==> config.mk <==
export PLATFORM = sky130hd
export DESIGN_NAME = fetch_sequencer
export DESIGN_NICKNAME = d
export VERILOG_FILES = /design/src/rtl/fetch_sequencer.sv
export SDC_FILE = /design/constraint.sdc
export NUM_CORES = 1
export LEC_CHECK = 0
export ABC_CLOCK_PERIOD_IN_PS = 4800
export BUFFER_PORTS_ARGS = -buffer_cell sky130_fd_sc_hd__buf_2
export CORE_MARGIN = 1.5
export CORE_UTILIZATION = 50
export CTS_CLUSTER_DIAMETER = 100
export DETAILED_ROUTE_END_ITERATION = 8
export PLACE_DENSITY = 0.84
export SKIP_LAST_GASP = 1
export SLEW_MARGIN = 0
export SYNTH_ARGS = -nofsm -noshare
export SYNTH_HDL_FRONTEND = slang
export SYNTH_SLANG_ARGS = --single-unit
==> constraint.sdc <==
create_clock -name clk -period 4.8 [get_ports clk]
set_input_delay 0.96 -clock clk [delete_from_list [all_inputs] [get_ports clk]]
set_output_delay 0.96 -clock clk [all_outputs]
set_load 0.05 [all_outputs]
==> src/rtl/fetch_sequencer.sv <==
// Instruction-fetch sequencer: owns the PC, requests words from instruction
// memory, holds each fetched word for decode and applies branch/jump redirects.
module fetch_sequencer #(
    parameter int ADDR_W   = 7,
    parameter int RESET_PC = 0
) (
    input  logic              clk,
    input  logic              rst_n,
    output logic              imem_req,
    output logic [ADDR_W-1:0] imem_addr,
    input  logic              imem_ack,
    input  logic [31:0]       imem_data,
    output logic              dec_valid,
    input  logic              dec_ready,
    output logic [31:0]       dec_instr,
    output logic [ADDR_W-1:0] dec_pc,
    input  logic              redirect,
    input  logic [ADDR_W-1:0] redirect_pc,
    output logic              fetch_err
);

    typedef enum logic [1:0] {IDLE, FETCH, HOLD, ERR} state_t;

    localparam logic [ADDR_W-1:0] PC_RST  = ADDR_W'(RESET_PC);
    localparam logic [ADDR_W-1:0] PC_STEP = ADDR_W'(4);

    state_t            state_q, state_d;
    logic [ADDR_W-1:0] pc_q, pc_d;
    logic [31:0]       dec_instr_q, dec_instr_d;
    logic [ADDR_W-1:0] dec_pc_q, dec_pc_d;
    logic              dec_valid_q, dec_valid_d;
    logic              fetch_err_q, fetch_err_d;
    logic              redirect_aligned;

    assign redirect_aligned = (redirect_pc[1:0] == 2'b00);

    always_ff @(posedge clk or negedge rst_n) begin
        if (!rst_n) begin
            state_q     <= IDLE;
            pc_q        <= PC_RST;
            dec_instr_q <= '0;
            dec_pc_q    <= '0;
            dec_valid_q <= 1'b0;
            fetch_err_q <= 1'b0;
        end else begin
            state_q     <= state_d;
            pc_q        <= pc_d;
            dec_instr_q <= dec_instr_d;
            dec_pc_q    <= dec_pc_d;
            dec_valid_q <= dec_valid_d;
            fetch_err_q <= fetch_err_d;
        end
    end

    always_comb begin
        state_d     = state_q;
        pc_d        = pc_q;
        dec_instr_d = dec_instr_q;
        dec_pc_d    = dec_pc_q;
        dec_valid_d = dec_valid_q;
        fetch_err_d = fetch_err_q;
        if (state_q != ERR) begin
            // Redirect outranks any concurrent ack or decode handshake.
            if (redirect) begin
                dec_valid_d = 1'b0;
                if (redirect_aligned) begin
                    pc_d    = redirect_pc;
                    state_d = FETCH;
                end else begin
                    fetch_err_d = 1'b1;
                    state_d     = ERR;
                end
            end else begin
                case (state_q)
                    IDLE: state_d = FETCH;
                    FETCH: begin
                        if (imem_ack) begin
                            dec_instr_d = imem_data;
                            dec_pc_d    = pc_q;
                            pc_d        = pc_q + PC_STEP;
                            dec_valid_d = 1'b1;
                            state_d     = HOLD;
                        end
                    end
                    HOLD: begin
                        if (dec_ready) begin
                            dec_valid_d = 1'b0;
                            state_d     = FETCH;
                        end
                    end
                    default: state_d = state_q;
                endcase
            end
        end
    end

    always_comb begin
        imem_req = 1'b0;
        if (state_q == FETCH) imem_req = 1'b1;
    end

    assign imem_addr = pc_q;
    assign dec_valid = dec_valid_q;
    assign dec_instr = dec_instr_q;
    assign dec_pc    = dec_pc_q;
    assign fetch_err = fetch_err_q;

endmodule

### Yosys cells after proc, flatten, opt, wreduce, memory -nomap -nowiden

Cells that the tools add are included.
Widths: inputs -> output; s select.

| word-level totals | value |
|---|---|
| register bits | 50 |
| logic and storage cells | 40 |

| operators by class | value |
|---|---|
| add/subtract/negate cells | 1 |
| equality and inequality tests | 6 |
| muxes and demuxes | 14 |
| bitwise logic cells | 2 |
| reductions and logical operators | 11 |

Operators by type and width:

| operator | number |
|---|---|
| $mux 7 | 4 |
| $reduce_and 4->1 | 4 |
| $mux 2 | 4 |
| $add 7x3->7 const B | 1 |
| $ne 3x3->1 const B | 2 |
| $pmux 2 s3 | 1 |
| $logic_not 2->1 | 2 |
| $mux 1 | 4 |
| $reduce_bool 2->1 | 2 |
| $reduce_bool 4->1 | 1 |
| $reduce_and 3->1 | 1 |
| $reduce_bool 3->1 | 1 |
| $eq 2x1->1 const B | 1 |
| $eq 2x2->1 const B | 1 |
| $ne 2x1->1 const B | 1 |
| $ne 2x2->1 const B | 1 |
| $not 1->1 | 2 |
| $pmux 1 s2 | 1 |

### Longest topological paths before layout

| depth | value |
|---|---|
| depth after elaboration | 4 |
| depth in mapped cells | 7 |

### Worst setup path after synthesis

Ideal clock, no wire load.

| timing | value |
|---|---|
| path kind | input-to-reg |
| from | input redirect |
| to | register dec_instr_q[19], in the netlist dec_instr[19] |
| library setup time | 0.125 ns |
| arrival | 2.038 ns |
| required time | 4.675 ns |
| path slack | 2.637 ns |
| stages | 7 |
| buffers on the path | 3 |
| cell sequence | buf_6 -> inv_1 -> nand2_1 -> nor2_1 -> buf_4 -> buf_6 -> mux2_2 |

| on the way | value |
|---|---|
| cells in the longest elaborated chain, start to end | 2 |

RTL lines:

| what | line | RTL |
|---|---|---|
| from (decl) | 17 | `input logic redirect,` |
| $not 1->1 (no source line) | -- |  |
| $reduce_and 4->1 (no source line) | -- |  |
| to (signal assigned) | 48 | `dec_instr_q <= dec_instr_d;` |
| to (decl) | 29 | `logic [31:0] dec_instr_q, dec_instr_d;` |

Every way passes these cells.
A chain may end at the register's enable or synchronous reset.

### Final worst setup path

| timing | value |
|---|---|
| from | input redirect |
| to | register dec_pc_q[3], in the netlist dec_pc[3] |

| on the way | value |
|---|---|
| cells in the longest elaborated chain, start to end | 2 |

RTL lines:

| what | line | RTL |
|---|---|---|
| $not 1->1 (no source line) | -- |  |
| $reduce_and 4->1 (no source line) | -- |  |
| to (signal assigned) | 49 | `dec_pc_q <= dec_pc_d;` |
| to (decl) | 30 | `logic [ADDR_W-1:0] dec_pc_q, dec_pc_d;` |

Every way passes these cells.

==> flow_summary.json <==
{
  "status": "completed",
  "drt-initial-drc-count": 69,
  "required_ns": 4.98,
  "hold_ws_ns": 0.506,
  "worst_path_max_delay_cell": "nor2_4",
  "htreeDepth": 2,
  "fmax_ghz": 0.413,
  "endpoint": "dec_pc[3]",
  "final_max_slew_viol_count": 0,
  "worst-r2r-cell-count": 4,
  "clk_latency_ns": 0.29,
  "initial_utilization_pct": 52.5,
  "gr-total-overflow": 0,
  "cts_made_buffers": 5,
  "fin_crit_ns": 2.42,
  "drive_above_1_share_pct": 59.8,
  "critPathMaxStageDelay_ns": 0.79,
  "dr.pass1.iters": 4,
  "setup_viol": 0,
  "r2r_start": "state_q[0]",
  "synth-compound-area-share_pct": 6.82,
  "placed_area_sq_um": 2620,
  "worst_slew_pin_slew_ns": 1.06,
  "ant_nets": 0,
  "vias": 1520,
  "synth-xor-area-share_pct": 0,
  "synth_area_leaders": "dfrtp_1 (59%), mux2_2 (21%), ha_1 (4.1%)",
  "grt_max_degree": 51,
  "stdcell_area_sq_um": 2730,
  "ctsRootBufferMaster": "clkbuf_8",
  "endpoint_kind": "flop",
  "r2r-end": "dec_pc[3]",
  "ys_seq_area_share_pct": 58.8,
  "cp_max_fo": 39,
  "syn_nets": 200,
  "cts_tree": "done",
  "rsz0062_at_grt": "no",
  "track_usage_pct": 18.9,
  "netlist_instances": 149,
  "syn_avg_cell_area_sq_um": 14.3,
  "synth_top_area_share_pct": 58.8,
  "clock_skew_ns": 0.00597,
  "hold_viol": 0,
  "nFillCells": 316,
  "synth-warning-count": 0,
  "maxCapViolations": 0,
  "rows": 23,
  "synthSimpleGateAreaFrac_pct": 4.99,
  "coreArea_sq_um": 4060,
  "hold_path_class": "flop to flop",
  "dieArea_sq_um": 4660,
  "timing.setup.tns_ns": 0,
  "dieWidth_um": 68.3,
  "port_buffers": 92,
  "ys_seq_elements": 50,
  "clk_pin_slew_ns": 0.08,
  "clock-sinks": 50,
  "startpoint": "redirect",
  "dieHeight_um": 68.3,
  "path_class": "input port to flop",
  "place.gp.congestion": 0.899,
  "antenna_found_initial": 0,
  "drt_wl_total_um": 4170,
  "crit_chain": "buf_2 > inv_1 > nand2_1 > nor2_4 > mux2_2",
  "grt_pass1_wl_um": 6530,
  "syn-cell-area_sq_um": 2130,
  "synth_fa_ha_area_share_pct": 4.11,
  "syn_to_final_growth_pct": 28.0,
  "regToRegSetupSlack_ns": 2.39,
  "synth_mux_area_share_pct": 22.6,
  "synth.largest_area_cell": "dfrtp_1",
  "antenna_cells": 0,
  "final_cell_mix": "buf_2 (92), dfrtp_1 (50), mux2_2 (40), nor2_1 (8)",
  "synth_top_family_by_area": "multiplexers",
  "hpwlAfterDp_um": 3180,
  "critical_path_arrival_ns": 2.60,
  "routedWlPerCell_um": 14.2,
  "fin_nets": 294,
  "viasPerCell": 5.17,
  "cts_setup_buffers": 0,
  "startpoint_type": "input port",
  "synth_cell_type_count": 28,
  "max_slew_margin_pct": 29.3,
  "cts_buffer_depth": 2,
  "cts_resized": 0,
  "final_common_cell": "buf_2",
  "cts_hold_buffers": 0,
  "io_pins": 93,
  "remaining_drc_errors": 0,
  "layout_worst_path_cycle_share_pct": 50.4,
  "grt_pass1_vias": 1502,
  "whs_path_depth": 2
}
final cells by class:
cell class / instances / area [sq um] / area share, %
sequential: 50 / 1250 / 45.9
multi-input combinational: 89 / 827 / 30.3
clock inverter: 1 / 8.76 / 0.321
tap: 50 / 62.6 / 2.30
timing repair buffer: 92 / 460 / 16.9
inverter: 5 / 18.8 / 0.689
clock buffer: 7 / 96.3 / 3.54
layer usage:
layer	GRT usage (%)	part of all wire, %	vias to the layer above
met5	0	0	-
met2	33.4	52	64
met3	5.76	7.4	2
met1	22.2	40	738
met4	5.25	0.55	0
li1	-	-	716
stage by stage:
stage                     cells  utilization (%)  setup WS, ns
after floorplan             149                -          2.64
after global placement      286             64.6          2.07
after detailed placement    286             64.6          2.04
after CTS                   294             67.2          2.35
after global routing        294             67.2          2.19
final                       294             67.2          2.38
worst min path at each step:
stage,startpoint,slack (ns),end
floorplan,state_q[0],0.56,state_q[0]
global placement,dec_instr[24],0.48,dec_instr[24]
detailed placement,fetch_err,0.48,fetch_err
CTS,fetch_err,0.50,fetch_err
global route,dec_instr[19],0.52,dec_instr[19]
finish,fetch_err,0.51,fetch_err
state kept, by name, indices dropped and copies added (netlist names):
| register | count |
|---|---|
| fetch_err | 1 |
| dec_valid | 1 |
| imem_addr | 7 |
| state_q | 2 |
| dec_instr | 32 |
| dec_pc | 7 |
cells by family after synthesis:
kind of cell,after synthesis
compound gates,18
flops,50
simple gates,21
fa+ha+maj,7
mux,43
buf+inv,10
critical path: cells and delay by family:
kind	cells	cell delay, ns
buf+inv	2	0.28
simple gates	2	0.91
mux	1	0.42
cell usage after synthesis (all sizes together):
| cell | instances |
|---|---|
| o31ai | 2 |
| and2 | 2 |
| ha | 7 |
| or4b | 1 |
| mux2i | 3 |
| o2bb2ai | 1 |
| a22o | 1 |
| or2 | 1 |
| dfrtp | 50 |
| a21o | 1 |
| and3 | 2 |
| o32ai | 2 |
| nor2 | 9 |
| o21ai | 2 |
| nand2b | 2 |
| nand2 | 4 |
| o21bai | 1 |
| buf | 5 |
| o22ai | 1 |
| inv | 5 |
| mux2 | 40 |
| a311oi | 2 |
| a21oi | 5 |
Power is not shown: default switching activity piles up to over one toggle a cycle in this logic, so the estimate is an artifact.
